===== src/rtl/message_formatter.sv =====
// rtl/message_formatter.sv - paced ASCII hex line formatter for a multi-word vector
// Optional build macro: MESSAGE_FORMATTER_LOWERCASE_EN selects lowercase hex letters a-f.
module message_formatter #(
  parameter int WIDTH       = 32,
  parameter int COUNT       = 2,
  parameter int TX_INTERVAL = 4
) (
  input  logic                   CLK,
  input  logic                   RST,
  input  logic                   I_STB,
  input  logic [WIDTH*COUNT-1:0] I_DAT,
  output logic                   O_STB,
  output logic [7:0]             O_DAT
);

  localparam int NIBS   = WIDTH / 4;
  localparam int NIB_W  = (NIBS > 1) ? $clog2(NIBS) : 1;
  localparam int WRD_W  = (COUNT > 1) ? $clog2(COUNT) : 1;
  localparam int TICK_W = (TX_INTERVAL > 1) ? $clog2(TX_INTERVAL) : 1;
  localparam logic [NIB_W-1:0]  NIB_TOP  = NIB_W'(NIBS - 1);
  localparam logic [WRD_W-1:0]  WRD_TOP  = WRD_W'(COUNT - 1);
  localparam logic [TICK_W-1:0] TICK_TOP = TICK_W'(TX_INTERVAL - 1);

  typedef enum logic [2:0] {IDLE, SEND_DIGIT, SEND_SEP, SEND_CR, SEND_LF} state_t;

  state_t                 state, state_nxt, cur;
  logic [NIB_W-1:0]       nib, nib_nxt, nib_eff;
  logic [WRD_W-1:0]       wrd, wrd_nxt, wrd_eff;
  logic [TICK_W-1:0]      tick, tick_nxt;
  logic [WIDTH*COUNT-1:0] shadow, shadow_nxt, src;
  logic [3:0]             nibble;
  logic                   emit;
  logic [7:0]             char;

  always_ff @(posedge CLK or negedge RST) begin
    if (!RST) begin
      state  <= IDLE;
      nib    <= '0;
      wrd    <= '0;
      tick   <= '0;
      shadow <= '0;
      O_STB  <= 1'b0;
      O_DAT  <= 8'h00;
    end else begin
      state  <= state_nxt;
      nib    <= nib_nxt;
      wrd    <= wrd_nxt;
      tick   <= tick_nxt;
      shadow <= shadow_nxt;
      O_STB  <= emit;
      if (emit) O_DAT <= char;
    end
  end

  // The capture edge emits the first digit straight from I_DAT, so IDLE acts as SEND_DIGIT at the top position.
  always_comb begin
    state_nxt  = state;
    nib_nxt    = nib;
    wrd_nxt    = wrd;
    shadow_nxt = shadow;
    tick_nxt   = (state == IDLE || tick == '0) ? tick : tick - 1'b1;
    if (state == IDLE && emit) shadow_nxt = I_DAT;
    if (emit) begin
      tick_nxt = TICK_TOP;
      case (cur)
        SEND_DIGIT: begin
          wrd_nxt = wrd_eff;
          if (nib_eff != '0) begin
            nib_nxt   = nib_eff - 1'b1;
            state_nxt = SEND_DIGIT;
          end else if (wrd_eff != '0) begin
            state_nxt = SEND_SEP;
          end else begin
            state_nxt = SEND_CR;
          end
        end
        SEND_SEP: begin
          state_nxt = SEND_DIGIT;
          nib_nxt   = NIB_TOP;
          wrd_nxt   = wrd - 1'b1;
        end
        SEND_CR: state_nxt = SEND_LF;
        SEND_LF: begin
          state_nxt = IDLE;
          nib_nxt   = '0;
          wrd_nxt   = '0;
        end
        default: state_nxt = IDLE;
      endcase
    end
  end

  // A strobe coinciding with the LF pulse (O_STB still high in IDLE) is dropped.
  always_comb begin
    cur     = (state == IDLE) ? SEND_DIGIT : state;
    nib_eff = (state == IDLE) ? NIB_TOP : nib;
    wrd_eff = (state == IDLE) ? WRD_TOP : wrd;
    emit    = (state == IDLE) ? (I_STB && !O_STB) : (tick == '0);
    src     = (state == IDLE) ? I_DAT : shadow;
    nibble  = 4'(src >> (32'(wrd_eff) * WIDTH + 32'(nib_eff) * 4));
    case (cur)
      SEND_SEP: char = 8'h5F;
      SEND_CR:  char = 8'h0D;
      SEND_LF:  char = 8'h0A;
      default: begin
        if (nibble < 4'd10) begin
          char = {4'h3, nibble};
        end else begin
`ifdef MESSAGE_FORMATTER_LOWERCASE_EN
          char = 8'h57 + {4'h0, nibble};
`else
          char = 8'h37 + {4'h0, nibble};
`endif
        end
      end
    endcase
  end

endmodule


===== config.mk =====
export PLATFORM = sky130hd
export DESIGN_NAME = message_formatter
export DESIGN_NICKNAME = d
export VERILOG_FILES = /design/src/rtl/message_formatter.sv
export SDC_FILE = /design/constraint.sdc
export NUM_CORES = 1
export LEC_CHECK = 0
export ABC_AREA = 1
export ABC_CLOCK_PERIOD_IN_PS = 5900
export BUFFER_PORTS_ARGS = -buffer_cell sky130_fd_sc_hd__buf_2
export CELL_PAD_IN_SITES_DETAIL_PLACEMENT = 0
export CELL_PAD_IN_SITES_GLOBAL_PLACEMENT = 1
export CORE_MARGIN = 2
export CORE_UTILIZATION = 43
export DETAILED_ROUTE_END_ITERATION = 7
export PLACE_DENSITY = 0.91
export SLEW_MARGIN = 30
export SYNTH_ARGS = -nofsm -noshare
export SYNTH_HDL_FRONTEND = slang
export SYNTH_SLANG_ARGS = --single-unit
export TNS_END_PERCENT = 5

===== constraint.sdc =====
create_clock -name CLK -period 5.9 [get_ports CLK]
set_input_delay 0.885 -clock CLK [delete_from_list [all_inputs] [get_ports CLK]]
set_output_delay 0.885 -clock CLK [all_outputs]
set_load 0.02 [all_outputs]

==> impl_metrics.tcl, run 1 <==
set metrics [dict create \
    yosys_warnings 0 \
    nets 713 \
    fp.coreArea_um2 9730 \
    die_x_um 104 \
    synth_async_sr_flop_share_pct 100 \
    hp-class "register to register" \
    post_cts_resized 0 \
    post-cts-setup-buffer-count 0 \
    port_buffers 74 \
    dpl_cell_area_um2 4690 \
    finalWorstSetupSlack_ns 3.10 \
    rrSetupSlack_ns 3.10 \
    max_slew_margin_pct 51.4 \
    routed_wl_um 10500 \
    cts_buffer_depth 2 \
    drcViolationCount 0 \
    rsz0062_at_grt "false" \
    grt_pass1_vias 3712 \
    period_needed_ns 2.80 \
    timing.rr.start "state[1]" \
    ys_seq_area_share_pct 47.4 \
    worst-setup-path-type "register to register" \
    finalPower_mw 1.13 \
    num_vias 3837 \
    outcome "complete, no violations" \
    diodes 0 \
    cp_slowest_stage_delay_ns 0.49 \
    clock_latency_ns 0.35 \
    critical_path.cell_chain "nor2_8 -> nand2_8 -> nor2_4 -> buf_4 -> clkinv_1 -> buf_4 -> nand2_1 -> nand2_1" \
    worstHoldEndpoint "shadow[60]" \
    dr.pass1.iters 5 \
    rows 36 \
    start_util_pct 43.9 \
    synth_cells 582 \
    gp_congestion 0.789 \
    die_h_um 104 \
    arrival_ns 3.04 \
    syn-cell-area_um2 4280 \
    cp-start-kind "register" \
    cts_made_buffers 9 \
    final.setup.tns_ns 0 \
    crit_required_ns 6.14 \
    critPathBufInv 3 \
    maxCapViolCount 0 \
    syn_to_final_growth_pct 14.7 \
    vdd.ir_drop.worst_uv 123 \
    setup_viol_count_final 0 \
    crit_slowest_cell "buf_4" \
    fin_area_um2 4900 \
    avgViaCountPerCell 4.93 \
    fmax_ghz 0.357 \
    drtAntennaViolNets 0 \
    cp-end-kind "register" \
    hold_start "shadow[60]" \
    track_usage_pct 20.4 \
    synth_flop_cell "dfrtp_1" \
    synth-seq-cells 81 \
    grt_max_degree 82 \
    postSynthAreaPerCell_um2 7.35 \
    clock-sinks 81 \
    clk_pin_slew_ns 0.08 \
    drtIter0Drc 238 \
    syn_nets 653 \
    path_max_fanout 62 \
    dp_hpwl_um 7000 \
    synth_edf_count 0 \
    worst_slew_pin_slew_ns 0.729 \
    cts_tree "built" \
    cts_root_buf "clkbuf_8" \
    fin_crit_sh_pct 47.5 \
    power_density_nw_per_um2 231 \
    place_worst_setup_slack_ns 2.91 \
    wl_per_cell_um 13.5 \
    holdPathStages 2 \
    die_area_um2 10800 \
    antenna_found_initial 0 \
    grt_pass1_wl_um 17900 \
    cts_hold_buf 0 \
    reg2reg_to "shadow[37]" \
    reg2reg_depth 8 \
    slew_viol_final 0 \
    leakage_nw 2.71 \
    synth.distinct_cells 30 \
    grt_overflow 0 \
    finClkSkew_ns 0.0114 \
    drive_gt1_share_pct 17.2 \
    ios 76 \
    hold_viol_final 0 \
    htreeDepth 3 \
    path_delay_family "buffers and inverters" \
]
[state kept, by name, indices dropped and copies added, names as in the netlist]
name / count
shadow: 64
nib: 3
wrd: 1
state: 3
O_STB: 1
tick: 2
O_DAT: 7
[area by class of cell]
| class | count | area [um^2] |
|---|---|---|
| Fill cell | 1011 | 4830 |
| Sequential cell | 81 | 2030 |
| Multi-Input combinational cell | 430 | 1930 |
| Timing Repair Buffer | 77 | 399 |
| Tap cell | 133 | 166 |
| Inverter | 43 | 161 |
| Clock buffer | 11 | 151 |
| Clock inverter | 3 | 65.1 |
[report_power, final]
group	total (mW)	internal (mW)	leakage [nW]	switching [mW]
sequential	0.594	0.580	1.04	0.0140
clock	0.454	0.256	0.111	0.198
combinational	0.0839	0.0357	1.56	0.0482
total	1.13	0.872	2.71	0.260
[worst max path at each step]
stage | endpoint | depth (start not counted) | slack, ns | startpoint
CTS | shadow[41] | 8 | 3.11 | state[1]
finish | shadow[37] | 8 | 3.10 | state[1]
detailed placement | shadow[20] | 10 | 2.91 | I_STB
global route | shadow[36] | 8 | 2.81 | state[2]
global placement | shadow[37] | 10 | 3.01 | I_STB
floorplan | O_DAT[1] | 16 | 3.91 | nib[0]
[per-layer routing]
metal	up-vias	track usage [%]	share of wire, %
li1	1938	-	-
met1	1781	28.5	47
met2	107	32.3	47
met3	11	3.34	4.8
met4	0	7.43	1.2
met5	-	0	0
[cell families after synthesis]
group	count (synthesis)	synth area share (%)
simple gates	376	37.2
xor+xnor	2	0.585
buf+inv	71	7.52
compound gates	47	6.03
fa+ha+maj	4	1.17
flops	81	47.4
other cells	1	0.0877
[synth_stat cells (all sizes together) (2+ instances only)]
cell / n / area share [%]
a21oi: 18 / 2.2
a22oi: 3 / 0.53
buf: 16 / 2.7
clkbuf: 12 / 1.1
dfrtp: 81 / 47
ha: 4 / 1.2
inv: 43 / 3.8
nand2: 288 / 27
nand3: 58 / 6.8
nand4: 10 / 1.5
nor2: 19 / 2.2
o21ai: 23 / 2.8
xor2: 2 / 0.59
[through the flow]
step / hold WS [ns] / utilization (%) / std cells
after global routing: 0.498 / 50.4 / 778
after floorplan: 0.442 / - / 582
final: 0.476 / 50.4 / 778
after global placement: 0.453 / 48.1 / 764
after CTS: 0.477 / 50.4 / 778
after detailed placement: 0.459 / 48.2 / 764
[worst min-delay path: stages (launching register included)]
cell	delay (ns)
dfrtp_1	0.35
nand2_1	0.05
nand2_1	0.05
[placed cells by master, fill, tap and decap left out, types with 2 or more instances in the layout]
master / count
a22oi_1: 3
nand2_2: 4
clkbuf_8: 11
inv_1: 37
o21ai_0: 17
dfrtp_1: 81
nand3_1: 58
nand2_4: 2
nand4_1: 10
a21oi_1: 17
ha_1: 4
buf_4: 3
inv_2: 5
nor2_1: 16
nand2_8: 2
nand2_1: 280
o21ai_1: 5
bufinv_16: 2
buf_2: 73
Note: power is estimated with default switching activity, not from simulation.
==> inputs of run 2 (changes only) <==
--- a/config.mk
+++ b/config.mk
@@ -6,14 +6,14 @@
 export NUM_CORES = 1
 export LEC_CHECK = 0
 export ABC_AREA = 1
-export ABC_CLOCK_PERIOD_IN_PS = 5900
+export ABC_CLOCK_PERIOD_IN_PS = 2700
 export BUFFER_PORTS_ARGS = -buffer_cell sky130_fd_sc_hd__buf_2
 export CELL_PAD_IN_SITES_DETAIL_PLACEMENT = 0
 export CELL_PAD_IN_SITES_GLOBAL_PLACEMENT = 1
 export CORE_MARGIN = 2
-export CORE_UTILIZATION = 43
+export CORE_UTILIZATION = 40
 export DETAILED_ROUTE_END_ITERATION = 7
-export PLACE_DENSITY = 0.91
+export PLACE_DENSITY = 0.86
 export SLEW_MARGIN = 30
 export SYNTH_ARGS = -nofsm -noshare
 export SYNTH_HDL_FRONTEND = slang
==> constraint.sdc (replaced) <==
create_clock -name CLK -period 2.7 [get_ports CLK]
set_input_delay 0.405 -clock CLK [delete_from_list [all_inputs] [get_ports CLK]]
set_output_delay 0.405 -clock CLK [all_outputs]
set_load 0.02 [all_outputs]
==> run 2 against run 1 <==
Clock skew rose by 0.00081 ns. Non-clock buffer count is 5 higher. Utilization decreased by 3.0 points. Fmax increased by 18%. Register-to-register slack got worse by 2.8 ns. Final cell count up 1.3%. Wire length grew 3.0%. Combinational power up 120%. Highest routed layer unchanged. Sequential power grew 120%. Via count shrank 2.2%.
==> impl_metrics.tcl, run 2 (same netlist as run 1, synthesis figures left out) <==
set metrics [dict create \
    cts_tree "built" \
    rrSetupSlack_ns 0.33 \
    critPathBufInv 2 \
    syn_to_final_growth_pct 14.8 \
    max_slew_margin_pct 50.7 \
    clock-sinks 81 \
    rsz0062_at_grt "false" \
    path_delay_family "simple AND/OR/NAND/NOR gates" \
    hp-class "primary input to async pin" \
    clock_latency_ns 0.35 \
    place_worst_setup_slack_ns 0.364 \
    final_common_cell "nand2_1" \
    num-fill-cells 1096 \
    reg2reg_to "O_DAT[1]" \
    leakage_nw 2.70 \
    finClkSkew_ns 0.0122 \
    cts_hold_buf 0 \
    fmax_ghz 0.423 \
    slew_viol_final 0 \
    vdd.ir_drop.worst_uv 202 \
    grt_overflow 0 \
    cts_root_buf "clkbuf_8" \
    grt_pass1_wl_um 18100 \
    routed_wl_um 10800 \
    largestRegisters "shadow (64), O_DAT (7)" \
    die_area_um2 11500 \
    crit_slowest_cell "dfrtp_1" \
    post_cts_resized 0 \
    post-cts-setup-buffer-count 0 \
    cts_buffer_depth 2 \
    port_buffers 74 \
    grt_max_degree 82 \
    largest_reg_flops 64 \
    dr.pass1.iters 4 \
    die_h_um 107 \
    reg2reg_depth 14 \
    cp-start-kind "register" \
    path_common_cell "nand3_1" \
    dp_hpwl_um 7790 \
    finalWorstSetupSlack_ns 0.334 \
    cts_made_buffers 9 \
    diodes 0 \
    period_needed_ns 2.37 \
    clk_pin_slew_ns 0.09 \
    final.setup.tns_ns 0 \
    timing.rr.start "state[1]" \
    finalPower_mw 2.31 \
    drtIter0Drc 220 \
    antenna_found_initial 0 \
    fp.coreArea_um2 10400 \
    die_x_um 107 \
    rows 37 \
    ios 76 \
    maxCapViolCount 0 \
    power_density_nw_per_um2 471 \
    fin_crit_sh_pct 87.6 \
    regMostFlops "shadow" \
    track_usage_pct 20.0 \
    htreeDepth 3 \
    arrival_ns 2.65 \
    dp.cells 772 \
    hold_viol_final 0 \
    nets 718 \
    setup_viol_count_final 0 \
    gp_congestion 0.925 \
    critical_path.cell_chain "nor2_8 -> nand2_8 -> nand2_8 -> inv_1 -> nand3_1 -> nand3_1 -> nand3_1 -> nand2_2 -> ha_1 -> inv_1 -> nand3_1 -> nand2_1 -> nand2_1 -> a21oi_1" \
    start_util_pct 41.2 \
    outcome "complete, no violations" \
    worst-setup-path-type "register to register" \
    fin_util_pct 47.3 \
    fin_cells 788 \
    drive_gt1_share_pct 17.9 \
    crit_required_ns 2.99 \
    cp-startpoint "state[1]" \
    worst_slew_pin_slew_ns 0.739 \
    drcViolationCount 0 \
    avgViaCountPerCell 4.76 \
    wl_per_cell_um 13.8 \
    path_max_fanout 32 \
    grt_pass1_vias 3733 \
    drtAntennaViolNets 0 \
    cp-end-kind "register" \
    num_vias 3753 \
    cp_slowest_stage_delay_ns 0.46 \
    final_cell_mix "280 x nand2_1, 81 x dfrtp_1, 73 x buf_2, 58 x nand3_1, 37 x inv_1" \
]
-- run 2: area by class of cell --
cell class | count | area [um^2] | share of cell area (%)
Sequential cell | 81 | 2030 | 41.3
Multi-Input combinational cell | 430 | 1930 | 39.3
Timing Repair Buffer | 82 | 437 | 8.89
Tap cell | 136 | 170 | 3.47
Inverter | 43 | 161 | 3.29
Clock buffer | 12 | 155 | 3.16
Clock inverter | 4 | 27.5 | 0.561
-- run 2: worst max-delay path by stage --
| stage | end | slack [ns] | cells after the start |
|---|---|---|---|
| after CTS | O_DAT[1] | 0.34 | 14 |
| final | O_DAT[1] | 0.33 | 14 |
| after detailed placement | O_DAT[1] | 0.36 | 14 |
| after floorplan | O_DAT[1] | 0.71 | 16 |
| after global placement | O_DAT[1] | 0.41 | 14 |
| after global routing | O_DAT[1] | 0.12 | 14 |
-- run 2: worst register-to-register path, stage by stage (launching register included) --
cell     delay, ns
dfrtp_1       0.46
nor2_8        0.24
nand2_8       0.19
nand2_8       0.23
inv_1         0.13
nand3_1       0.11
nand3_1       0.09
nand3_1       0.13
nand2_2       0.10
ha_1          0.30
inv_1         0.05
nand3_1       0.06
nand2_1       0.06
nand2_1       0.05
a21oi_1       0.11
-- run 2: metrics by stage --
stage                     cell area (um^2)  hold WS, ns
final                                 4910       0.0784
after floorplan                       4280        0.109
after global routing                  4910        0.155
after detailed placement              4730        0.461
after global placement                4720        0.456
after CTS                             4910        0.122
-- run 2: layer usage --
metal  up-vias  part of all wire (%)  global-route usage (%)
met1      1681                    47                    28.4
met5         -                     0                       0
met2       104                    46                    30.9
li1       1950                     -                       -
met4         0                   2.3                    7.88
met3        18                   4.7                    2.72
-- run 2: power by group --
group          total, mW  internal (mW)  switching, mW
Sequential          1.30           1.27         0.0357
Combinational      0.185         0.0782          0.106
Clock              0.825          0.383          0.442
==> inputs of run 3 (changes only) <==
--- a/config.mk
+++ b/config.mk
@@ -8,14 +8,14 @@
 export ABC_AREA = 1
 export ABC_CLOCK_PERIOD_IN_PS = 2700
 export BUFFER_PORTS_ARGS = -buffer_cell sky130_fd_sc_hd__buf_2
-export CELL_PAD_IN_SITES_DETAIL_PLACEMENT = 0
+export CELL_PAD_IN_SITES_DETAIL_PLACEMENT = 1
 export CELL_PAD_IN_SITES_GLOBAL_PLACEMENT = 1
 export CORE_MARGIN = 2
 export CORE_UTILIZATION = 40
 export DETAILED_ROUTE_END_ITERATION = 7
 export PLACE_DENSITY = 0.86
+export RECOVER_POWER = 100
 export SLEW_MARGIN = 30
 export SYNTH_ARGS = -nofsm -noshare
 export SYNTH_HDL_FRONTEND = slang
 export SYNTH_SLANG_ARGS = --single-unit
-export TNS_END_PERCENT = 5
==> run 3 against run 2 <==
The flow now finishes with violations (max-capacitance violations, max-slew violations). Hold slack better by 0.15 ns. Clock skew is 0.0045 ns lower. Die area is the same.
==> impl_metrics.tcl, run 3 (same netlist as run 1, synthesis figures left out) <==
set metrics [dict create \
    max_slew_margin_pct -38.4 \
    reg2reg_to "shadow[15]" \
    p_sw_mw 0.607 \
    clk_pin_slew_ns 0.09 \
    fin_util_pct 46.8 \
    fin_area_um2 4850 \
    rows 37 \
    cts_tree "built" \
    worst_slew_pin_slew_ns 2.08 \
    busiest_layer "met2" \
    hold_viol_final 0 \
    cts_made_buffers 9 \
    arrival_ns 2.71 \
    post-cts-setup-buffer-count 0 \
    post_cts_resized 0 \
    gr-usage-met1_pct 29.7 \
    ios 76 \
    critPathBufInv 3 \
    fp.coreArea_um2 10400 \
    grt_max_degree 82 \
    final.setup.tns_ns 0 \
    path_common_cell "nand2_1" \
    die_h_um 107 \
    timing.rr.start "state[1]" \
    cp-startpoint "state[1]" \
    violations "max-capacitance violations, max-slew violations" \
    drtAntennaViolNets 0 \
    drtIter0Drc 161 \
    place_worst_setup_slack_ns 0.334 \
    dp_hpwl_um 8960 \
    syn_to_final_growth_pct 13.5 \
    final_common_cell "nand2_1" \
    antenna_found_initial 0 \
    internal-power_mw 1.67 \
    clock_latency_ns 0.37 \
    critical_path.cell_chain "nor2_8 -> nand2_8 -> nor2_1 -> clkbuf_2 -> clkinv_1 -> clkbuf_4 -> nand2_1 -> nand2_1" \
    rrSetupSlack_ns 0.25 \
    holdPathStages 3 \
    crit_required_ns 2.96 \
    reg2reg_depth 8 \
    grt_util_met3_pct 2.78 \
    largestRegisters "shadow (64), O_DAT (7)" \
    power_frac_comb_pct 8.1 \
    drcViolationCount 0 \
    die_area_um2 11500 \
    cp-end-kind "register" \
    hp-class "primary input to register" \
    start_util_pct 41.2 \
    htreeDepth 3 \
    fin_crit_sh_pct 90.6 \
    largest_reg_flops 64 \
    path_max_fanout 49 \
    cp_slowest_stage_delay_ns 0.46 \
    nets 719 \
    port_buffers 74 \
    fmax_ghz 0.409 \
    power.share.clock_pct 34.6 \
    leakage_nw 2.67 \
    cp-start-kind "register" \
    pwr-share-seq_pct 57.3 \
    cts_hold_buf 0 \
    p_sw_share_pct 26.7 \
    setup_viol_count_final 0 \
    grt_pass1_wl_um 20400 \
    cts_root_buf "clkbuf_8" \
    grt_pass1_vias 4241 \
    avgViaCountPerCell 5.09 \
    rsz0062_at_grt "false" \
    clock-sinks 81 \
    period_needed_ns 2.45 \
    cts_buffer_depth 2 \
    grtUsageMet2_pct 37.3 \
    power_density_nw_per_um2 469 \
    routed_wl_um 12300 \
    grt_overflow 0 \
    dr.pass1.iters 4 \
    worstHoldEndpoint "shadow[7]" \
    gp_congestion 0.925 \
    crit_slowest_cell "dfrtp_1" \
    diodes 0 \
    final_cell_mix "282 x nand2_1, 81 x dfrtp_1, 65 x buf_2, 58 x nand3_1, 37 x inv_1" \
    outcome "complete, but fails checks" \
    finalWorstSetupSlack_ns 0.253 \
    dpl_cell_area_um2 4730 \
    die_x_um 107 \
    hold_start "I_DAT[7]" \
    path_delay_family "buffers and inverters" \
    vdd.ir_drop.worst_uv 190 \
    regMostFlops "shadow" \
    slew_viol_final 82 \
    drive_gt1_share_pct 16.1 \
    maxCapViolCount 1 \
    wl_per_cell_um 15.6 \
    worst-setup-path-type "register to register" \
    finClkSkew_ns 0.00771 \
    track_usage_pct 22.6 \
    num_vias 4014 \
]
run 3: area by class of cell:
type	count	area [um^2]
fillers	1366	5520
flip-flops and latches	81	2030
multi-input cells	431	1920
repair buffers	82	409
well taps	136	170
inverters	43	161
clock buffers	10	128
clock inverters	6	35.0
run 3: how the worst max path moves through the flow:
| stage | endpoint | cells after the start |
|---|---|---|
| finish | shadow[15] | 8 |
| global route | O_DAT[1] | 13 |
| CTS | O_DAT[1] | 14 |
| detailed placement | O_DAT[1] | 14 |
| global placement | O_DAT[1] | 14 |
| floorplan | O_DAT[1] | 16 |
run 3: power by group through the flow:
stage / registers [mW] / logic (mW) / clock network [mW]
4_1_cts: 1.30 / 0.194 / 0.801
2_1_floorplan: 1.32 / 0.0817 / 0
3_3_place_gp: 1.33 / 0.183 / 0
6_report: 1.31 / 0.184 / 0.787
5_1_grt: 1.31 / 0.214 / 0.854
3_5_place_dp: 1.33 / 0.193 / 0
run 3: per-layer routing:
metal / up-vias / share of wire, %
li1: 1958 / -
met1: 1921 / 45
met2: 101 / 48
met3: 34 / 3.8
met4: 0 / 3.0
met5: - / 0
run 3: worst min-delay path, cell delays in order:
cell and delay [ns]:
buf_2 0.07, nand2_1 0.04, nand2_1 0.05
run 3: per-stage QoR:
step / hold slack (ns) / cells / total power, mW
2_1_floorplan: 0.109 / 582 / 1.40
3_3_place_gp: 0.456 / 772 / 1.51
3_5_place_dp: 0.463 / 772 / 1.52
4_1_cts: 0.120 / 788 / 2.30
5_1_grt: 0.237 / 789 / 2.38
6_report: 0.229 / 789 / 2.28
